## config.mk

```make
export PLATFORM = sky130hd
export DESIGN_NAME = wts_tone_generator_mc_flat
export DESIGN_NICKNAME = d
export VERILOG_FILES = /design/src/rtl/wts_tone_generator_mc_if.sv /design/src/rtl/wts_tone_generator_mc.sv /design/src/flat_wrapper.sv
export SDC_FILE = /design/constraint.sdc
export NUM_CORES = 1
export LEC_CHECK = 0
export CAP_MARGIN = 20
export CORE_UTILIZATION = 45
export DETAILED_ROUTE_END_ITERATION = 10
export PLACE_DENSITY = 0.65
export SYNTH_ARGS = -nofsm -noshare
export SYNTH_HDL_FRONTEND = slang
export SYNTH_SLANG_ARGS = --single-unit
```

## constraint.sdc

```tcl
create_clock -name clk -period 2.7 [get_ports clk]
set_clock_uncertainty 0.05 [all_clocks]
set_input_delay 0.675 -clock clk [delete_from_list [all_inputs] [get_ports clk]]
set_output_delay 0.675 -clock clk [all_outputs]
set_load 0.1 [all_outputs]
```

## src/rtl/wts_tone_generator_mc_if.sv

```systemverilog
// wts_tone_generator_mc_if: slot, register and key-on inputs plus the registered
// wave-table address outputs of the time-multiplexed tone generator.
interface wts_tone_generator_mc_if #(
  parameter int NUM_CH = 5,
  parameter int CH_W   = 3,
  parameter int FREQ_W = 12,
  parameter int ADDR_W = 7
);
  logic              slot_valid;
  logic [CH_W-1:0]   slot;
  logic [FREQ_W-1:0] reg_frequency_count;
  logic [1:0]        reg_wave_length;
  logic              reg_one_shot;
  logic [NUM_CH-1:0] key_on;
  logic              key_reset_addr;
  logic              out_valid;
  logic [CH_W-1:0]   out_ch;
  logic [ADDR_W-1:0] wave_address;
  logic              step;
  logic [NUM_CH-1:0] busy;
  logic [NUM_CH-1:0] end_flag;
  modport master (
    output slot_valid, slot, reg_frequency_count, reg_wave_length, reg_one_shot,
           key_on, key_reset_addr,
    input  out_valid, out_ch, wave_address, step, busy, end_flag
  );
  modport slave (
    input  slot_valid, slot, reg_frequency_count, reg_wave_length, reg_one_shot,
           key_on, key_reset_addr,
    output out_valid, out_ch, wave_address, step, busy, end_flag
  );
endinterface

```

## src/rtl/wts_tone_generator_mc.sv

```systemverilog
// wts_tone_generator_mc: time-multiplexed wave-table tone generator; one shared step
// datapath services the presented slot and emits its wave address one cycle later.
module wts_tone_generator_mc #(
  parameter int NUM_CH = 5,
  parameter int CH_W   = 3,
  parameter int FREQ_W = 12,
  parameter int ADDR_W = 7
) (
  input logic clk,
  input logic nreset,
  wts_tone_generator_mc_if.slave bus
);
  logic [FREQ_W-1:0] count_q [NUM_CH];
  logic [FREQ_W-1:0] count_d [NUM_CH];
  logic [ADDR_W-1:0] addr_q [NUM_CH];
  logic [ADDR_W-1:0] addr_d [NUM_CH];
  logic [NUM_CH-1:0] busy_q, busy_d, end_q, end_d;
  logic              out_valid_q, out_valid_d, step_q, step_d;
  logic [CH_W-1:0]   out_ch_q, out_ch_d;
  logic [ADDR_W-1:0] wa_q, wa_d, mask, nxt;
  logic              svc;
  assign svc  = bus.slot_valid && (32'(bus.slot) < NUM_CH);
  // length code 3 spans the full address width; each lower code halves it
  assign mask = {ADDR_W{1'b1}} >> (2'd3 - bus.reg_wave_length);
  always_comb begin
    count_d     = count_q;
    addr_d      = addr_q;
    busy_d      = busy_q;
    end_d       = end_q;
    out_valid_d = svc;
    out_ch_d    = svc ? bus.slot : out_ch_q;
    wa_d        = wa_q;
    step_d      = 1'b0;
    nxt         = '0;
    for (int i = 0; i < NUM_CH; i++) begin
      if (svc && 32'(bus.slot) == i && !bus.key_on[i] && busy_q[i]) begin
        if (count_q[i] >= bus.reg_frequency_count) begin
          count_d[i] = '0;
          step_d     = 1'b1;
          nxt        = (addr_q[i] + ADDR_W'(1)) & mask;
          if (bus.reg_one_shot && nxt == '0) begin
            busy_d[i] = 1'b0;
            end_d[i]  = 1'b1;
          end else begin
            addr_d[i] = nxt;
          end
        end else begin
          count_d[i] = count_q[i] + FREQ_W'(1);
        end
      end
      // sampled before key_on so a colliding restart still reports the pre-key address
      if (svc && 32'(bus.slot) == i) wa_d = addr_d[i];
      if (bus.key_on[i]) begin
        count_d[i] = '0;
        busy_d[i]  = 1'b1;
        end_d[i]   = 1'b0;
        addr_d[i]  = bus.key_reset_addr ? '0 : addr_d[i];
      end
    end
  end
  always_ff @(posedge clk or negedge nreset) begin
    if (!nreset) begin
      count_q     <= '{default: '0};
      addr_q      <= '{default: '0};
      busy_q      <= '0;
      end_q       <= '0;
      out_valid_q <= 1'b0;
      out_ch_q    <= '0;
      wa_q        <= '0;
      step_q      <= 1'b0;
    end else begin
      count_q     <= count_d;
      addr_q      <= addr_d;
      busy_q      <= busy_d;
      end_q       <= end_d;
      out_valid_q <= out_valid_d;
      out_ch_q    <= out_ch_d;
      wa_q        <= wa_d;
      step_q      <= step_d;
    end
  end
  assign bus.out_valid    = out_valid_q;
  assign bus.out_ch       = out_ch_q;
  assign bus.wave_address = wa_q;
  assign bus.step         = step_q;
  assign bus.busy         = busy_q;
  assign bus.end_flag     = end_q;
endmodule
```

## src/flat_wrapper.sv

```systemverilog
// flat-port wrapper written by rule: the top's interface ports become plain ports
module wts_tone_generator_mc_flat 
#(
  parameter int NUM_CH = 5,
  parameter int CH_W   = 3,
  parameter int FREQ_W = 12,
  parameter int ADDR_W = 7
)
  (clk, nreset, bus_slot_valid, bus_slot, bus_reg_frequency_count, bus_reg_wave_length, bus_reg_one_shot, bus_key_on, bus_key_reset_addr, bus_out_valid, bus_out_ch, bus_wave_address, bus_step, bus_busy, bus_end_flag);
  wts_tone_generator_mc_if #(.NUM_CH(NUM_CH), .CH_W(CH_W), .FREQ_W(FREQ_W), .ADDR_W(ADDR_W)) bus_i ();
  input logic clk;
  input logic nreset;
  input wire logic [$bits(bus_i.slot_valid)-1:0] bus_slot_valid;
  input wire logic [$bits(bus_i.slot)-1:0] bus_slot;
  input wire logic [$bits(bus_i.reg_frequency_count)-1:0] bus_reg_frequency_count;
  input wire logic [$bits(bus_i.reg_wave_length)-1:0] bus_reg_wave_length;
  input wire logic [$bits(bus_i.reg_one_shot)-1:0] bus_reg_one_shot;
  input wire logic [$bits(bus_i.key_on)-1:0] bus_key_on;
  input wire logic [$bits(bus_i.key_reset_addr)-1:0] bus_key_reset_addr;
  output wire logic [$bits(bus_i.out_valid)-1:0] bus_out_valid;
  output wire logic [$bits(bus_i.out_ch)-1:0] bus_out_ch;
  output wire logic [$bits(bus_i.wave_address)-1:0] bus_wave_address;
  output wire logic [$bits(bus_i.step)-1:0] bus_step;
  output wire logic [$bits(bus_i.busy)-1:0] bus_busy;
  output wire logic [$bits(bus_i.end_flag)-1:0] bus_end_flag;
  assign bus_i.slot_valid = bus_slot_valid;
  assign bus_i.slot = bus_slot;
  assign bus_i.reg_frequency_count = bus_reg_frequency_count;
  assign bus_i.reg_wave_length = bus_reg_wave_length;
  assign bus_i.reg_one_shot = bus_reg_one_shot;
  assign bus_i.key_on = bus_key_on;
  assign bus_i.key_reset_addr = bus_key_reset_addr;
  assign bus_out_valid = bus_i.out_valid;
  assign bus_out_ch = bus_i.out_ch;
  assign bus_wave_address = bus_i.wave_address;
  assign bus_step = bus_i.step;
  assign bus_busy = bus_i.busy;
  assign bus_end_flag = bus_i.end_flag;
  wts_tone_generator_mc #(.NUM_CH(NUM_CH), .CH_W(CH_W), .FREQ_W(FREQ_W), .ADDR_W(ADDR_W)) u_core (.clk(clk), .nreset(nreset), .bus(bus_i));
endmodule
```

# Yosys cells after proc, flatten, opt, wreduce, memory -nomap -nowiden
# Index checks and enable logic that the tools add are counted.
# word_totals
out_inout_bits,22
inputBits,27
reg_bits,117
elab_cells,199
# op_classes
order_cmp,6
reduce_logical,53
bitwise_logic,5
addsub,11
n_mux,95
eq_ne,4
shifts,1
# ops
operator,n
$mux W7,30
$mux W12,15
$add A12 B1 Y12 const B,5
$ge A12 B12 Y1,5
$mux W1,50
$add A7 B1 Y7 const B,5
$and A7 B7 Y7,5
$logic_not A7 Y1,5
$reduce_bool A2 Y1,15
$logic_and A1 B1 Y1,21
$reduce_and A3 Y1,5
$shr A7 B2 Y7 const A,1
$eq A3 B2 Y1 const B,2
$logic_not A1 Y1,5
$reduce_bool A5 Y1,1
$eq A3 B1 Y1 const B,1
$eq A3 B3 Y1 const B,1
$logic_not A3 Y1,1
$lt A3 B3 Y1 const B,1
$sub A2 B2 Y2 const A,1

# Depth between registers and ports, before layout
# depth
depth_word,14
mapped_depth,12
mapped_depth_nobuf,10

# Least setup slack after synthesis
# Ideal clock, no wire load.
# synth_path
kind,input -> register
start,input bus_reg_frequency_count[6]
end,"register u_core.wa_q[2], in the netlist u_core.bus.wave_address[2]"
t_required_ns,2.522
arrival_ns,2.753
path_stages,9
setup_slack_ns,-0.231
n_path_buf,0
cell_sequence,inv_1 > ha_1 > nand4_1 > o311ai_4 > nand2_4 > o31a_1 > or3_4 > a2111oi_4 > nor3_2
# synth_between
elab_chain_cells,8
elab_cells_between_ends,20
classes_between,5 x order compare; 15 x mux
# synth_rtl
item,line,text
start: declaration,flat_wrapper.sv:15,input wire logic [$bits(bus_i.reg_frequency_count)-1:0] bus_reg_frequency_count;
$ge A12 B12 Y1,wts_tone_generator_mc.sv:37,if (count_q[i] >= bus.reg_frequency_count) begin
$mux W7,wts_tone_generator_mc.sv:37,
$mux W7,wts_tone_generator_mc.sv:36,if (svc && 32'(bus.slot) == i && !bus.key_on[i] && busy_q[i]) begin
$mux W7 (4 in series),wts_tone_generator_mc.sv:52,if (svc && 32'(bus.slot) == i) wa_d = addr_d[i];
$mux W7 (*),wts_tone_generator_mc.sv:52,
end signal: assignment,wts_tone_generator_mc.sv:78,wa_q <= wa_d;
end: declaration,wts_tone_generator_mc.sv:20,"logic [ADDR_W-1:0] wa_q, wa_d, mask, nxt;"
# Every way passes the cells marked *; elsewhere a longest branch is shown, timed or not. The select of a mux whose other input is x is not followed.
# A chain may end at the register's enable or synchronous reset.

# Final worst setup path
# layout_path
start,input bus_reg_wave_length[1]
end,"register u_core.wa_q[2], in the netlist u_core.bus.wave_address[2]"
# layout_between
elab_chain_cells,13
elab_cells_between_ends,37
classes_between,1 x add/sub; 1 x shift; 20 x mux; 5 x bitwise; 10 x reduce/logical
# layout_rtl
item,line,text
start: declaration,flat_wrapper.sv:16,input wire logic [$bits(bus_i.reg_wave_length)-1:0] bus_reg_wave_length;
$sub A2 B2 Y2 (*),wts_tone_generator_mc.sv:24,assign mask = {ADDR_W{1'b1}} >> (2'd3 - bus.reg_wave_length);
$shr A7 B2 Y7 (*),wts_tone_generator_mc.sv:24,
$and A7 B7 Y7,wts_tone_generator_mc.sv:40,nxt = (addr_q[i] + ADDR_W'(1)) & mask;
$logic_not A7 Y1,wts_tone_generator_mc.sv:41,if (bus.reg_one_shot && nxt == '0) begin
$logic_and A1 B1 Y1,wts_tone_generator_mc.sv:41,
$mux W7,wts_tone_generator_mc.sv:41,
$mux W7,wts_tone_generator_mc.sv:37,
$mux W7,wts_tone_generator_mc.sv:36,
$mux W7 (4 in series),wts_tone_generator_mc.sv:52,
$mux W7 (*),wts_tone_generator_mc.sv:52,
# Marks and branches as above.

==> metrics.txt <==
CTS sink cnt=117; syn_area_per_cell=9.00 sq um; die outline height=137 um; Final Setup Violations=6; Slew HR=44.1%; post-synth top area share=35.8%; clk_lat worst skew=0.43 ns; Nets=1251; share of layout cells above drive strength 1=34.0%; DP Area=0.0102 sq mm; Sw Share=27.6%; failing checks=negative setup slack; port bufs=48; Setup CP Type=input pin to register; # DRC=0; Primary FF master, synth=dfrtp_1; Combinational Power Share=13.7%; Total Wirelength=25.3 mm; Area Overhead vs Synth=41.9%; vias=7948; row cnt=48; All-Layer GR Usage=28.2%; Clk network pwr share=49.0%; number of fill cells=1404; vias in the first global route=7801; Post-synth EDFFs=0; H-tree depth=4; CTS buffer count=17; Synth area leader=dfrtp_1; critical path fanouts, max=7; Netlist cell types=98; Initial Utilization=46.6%; clock transition at the registers of the reported paths=0.06 ns; DR pass1 iterations=7; Pint=3.49 mW; Pleak=5.39 nW; Least-Margin Pin Slew=0.835 ns; estimated wirelength of the detail-placed design=17.5 mm; PD cells=416 mW/mm^2; first-pass GRT wire length=39.9 mm; DIE AREA=0.0187 sq mm; initial antenna violation count=0; fin crit period=2.77 ns; internal reg-to-reg setup slack=0.01 ns; placed insts=1312; Post-synth ARST share=100%; RSZ-0062 raised after global routing=yes; Final GP Congestion=0.925; WL/cell=18.2 um; core footprint=0.0175 sq mm; Clock Root Buffer=clkbuf_16; worst-case clock buffer depth=2; Peak supply drop=0.469 mV; Layout Cells excl Fill=1387; flops & latches, synth=117; Initial DRC Count=587; GRT overflow=0; Min-Delay Path Class=input pin to async pin; status=finished with violations; Synth Cell Area=0.00817 sq mm; Hold Vio Cnt, Final=0; CTS Hold Bufs=0; io pins=49; max_cap viols=0; DIE WIDTH=137 um; Setup crit start kind=input pin; Vias per Instance=5.73; Seq pwr share=37.3%; Antenna Nets Post-Route=0; required time of the critical path=2.96 ns; Seq/Total Area, Yosys=35.8%; cells taking the most area after synthesis=dfrtp_1 36%, ha_1 11%, o21ai_0 5.1%; Critical Path AT=3.02 ns; antenna cells=0; PnR worst setup slack=-0.0665 ns; Syn Nets=1010; CTS tree=done; Setup crit end kind=register; finished layout cell area=0.0116 sq mm; Tcrit/Tclk final=102%; fmax=361 MHz; Synth warnings=0; sw power=1.33 mW; Slew Viols, Final=0; largest net degree at the start of global routing=43; Cells after Synth=908
routing by layer:
| metal | vias up | track usage, % | wire [um] |
|---|---|---|---|
| li1 | 3795 | - | - |
| met1 | 3888 | 37.3 | 11300 |
| met2 | 223 | 45.4 | 12000 |
| met3 | 42 | 6.22 | 1310 |
| met4 | 0 | 9.44 | 630 |
| met5 | - | 0 | 0 |
cells in the final DEF (no fill, tap or decap), types with 7 or more instances in the layout:
cell	Yosys	routed
buf_2	5	8
buf_6	2	12
o31ai_1	14	10
inv_1	29	18
nor2b_1	7	7
a31oi_1	10	7
a21o_1	9	9
nand4_1	9	9
xnor2_1	15	14
o21ai_1	3	10
nand2_1	59	56
xor2_1	23	23
ha_1	75	58
o21a_1	12	12
buf_4	6	212
and2_1	14	14
nor2_1	100	97
nand3_2	2	7
o21ai_0	84	74
nor3_1	17	12
nand3_1	45	40
and3_1	33	33
dfrtp_1	117	114
clkbuf_16	0	17
nand2b_1	23	21
ha_4	0	17
a21oi_1	45	40
metrics by stage:
| stage | setup WS (ns) | setup TNS [ns] | utilization, % | hold WS [ns] | power (mW) |
|---|---|---|---|---|---|
| after floorplan | -0.109 | -0.109 | - | 0.329 | 2.16 |
| after global placement | -0.912 | -62.80 | 58.2 | 0.437 | 2.43 |
| after detailed placement | -0.928 | -65.84 | 58.2 | 0.425 | 2.43 |
| after CTS | -0.00709 | -0.00709 | 64.9 | 0.210 | 4.81 |
| after global routing | -0.125 | -0.581 | 66.1 | 0.219 | 4.97 |
| final | -0.0665 | -0.104 | 66.1 | 0.183 | 4.82 |
power by group through the flow:
stage,Clock (mW),Combinational [mW],Sequential [mW]
6_report,2.36,0.660,1.80
5_1_grt,2.47,0.706,1.80
4_1_cts,2.37,0.644,1.79
3_5_place_dp,0,0.607,1.82
3_3_place_gp,0,0.601,1.83
2_1_floorplan,0,0.196,1.96
cell type report:
type,count,area [sq um],share of cell area [%]
clock inverter,12,155,1.34
clock buffer,20,447,3.85
sequential,117,2930,25.3
timing repair buffer,253,2030,17.5
multi-input combinational,729,5580,48.1
tap,225,282,2.43
inverter,31,170,1.47
worst max-delay path: stages:
cell and delay, ns:
dlygate4sd2_1 0.28, buf_12 0.16, o21bai_1 0.16, mux2i_1 0.12, or3_4 0.42, nor3_4 0.33
nor4_2 0.10, or3_4 0.41, a2111oi_4 0.30, nor3_2 0.08
Yosys cell counts, types with 10 or more instances:
master and instances:
nand2_1 59, o21a_1 12, nor2_1 100, nand2b_1 23, nor3_1 17, xor2_1 23
ha_1 75, xnor2_1 15, and3_1 33, clkbuf_1 18, dfrtp_1 117, a31oi_1 10
inv_1 29, o21ai_0 84, o31ai_1 14, a21oi_1 45, nand3_1 45, and2_1 14
state kept, by name, summed over array words and instances, names as in the netlist:
| name | count |
|---|---|
| u_core.count_q | 60 |
| u_core.bus.end_flag | 5 |
| u_core.bus.step | 1 |
| u_core.bus.wave_address | 7 |
| u_core.addr_q | 35 |
| u_core.bus.out_ch | 3 |
| u_core.bus.busy | 5 |
| u_core.bus.out_valid | 1 |
timing repair:
action,CTS,global route
pin swaps,37,35
setup endpoints to repair,96,20
cloned,2,0
setup buffers,30,11
gates resized for setup,115,46
worst paths after layout:
path	from	end	cells after the start
setup / recovery	bus_reg_wave_length[1]	u_core.bus.wave_address[2]	10
hold / removal	nreset	u_core.count_q[41]	1
setup reg to reg	u_core.count_q[23]	u_core.bus.wave_address[1]	10
hold reg to reg	u_core.bus.out_ch[0]	u_core.bus.out_ch[0]	2
max in group asynchronous	nreset	u_core.addr_q[20]	2
min in group clk	u_core.bus.out_ch[0]	u_core.bus.out_ch[0]	2
logic make-up after synthesis:
logic type / synth area share [%]
and+or+nand+nor: 24.1
AOI/OAI and AO/OA: 19.7
DFF: 35.8
adders and majority gates: 11.5
buffers and inverters: 3.43
xor gates and xnor gates: 4.07
muxes: 1.38
Power figures use the tool's default switching activity.
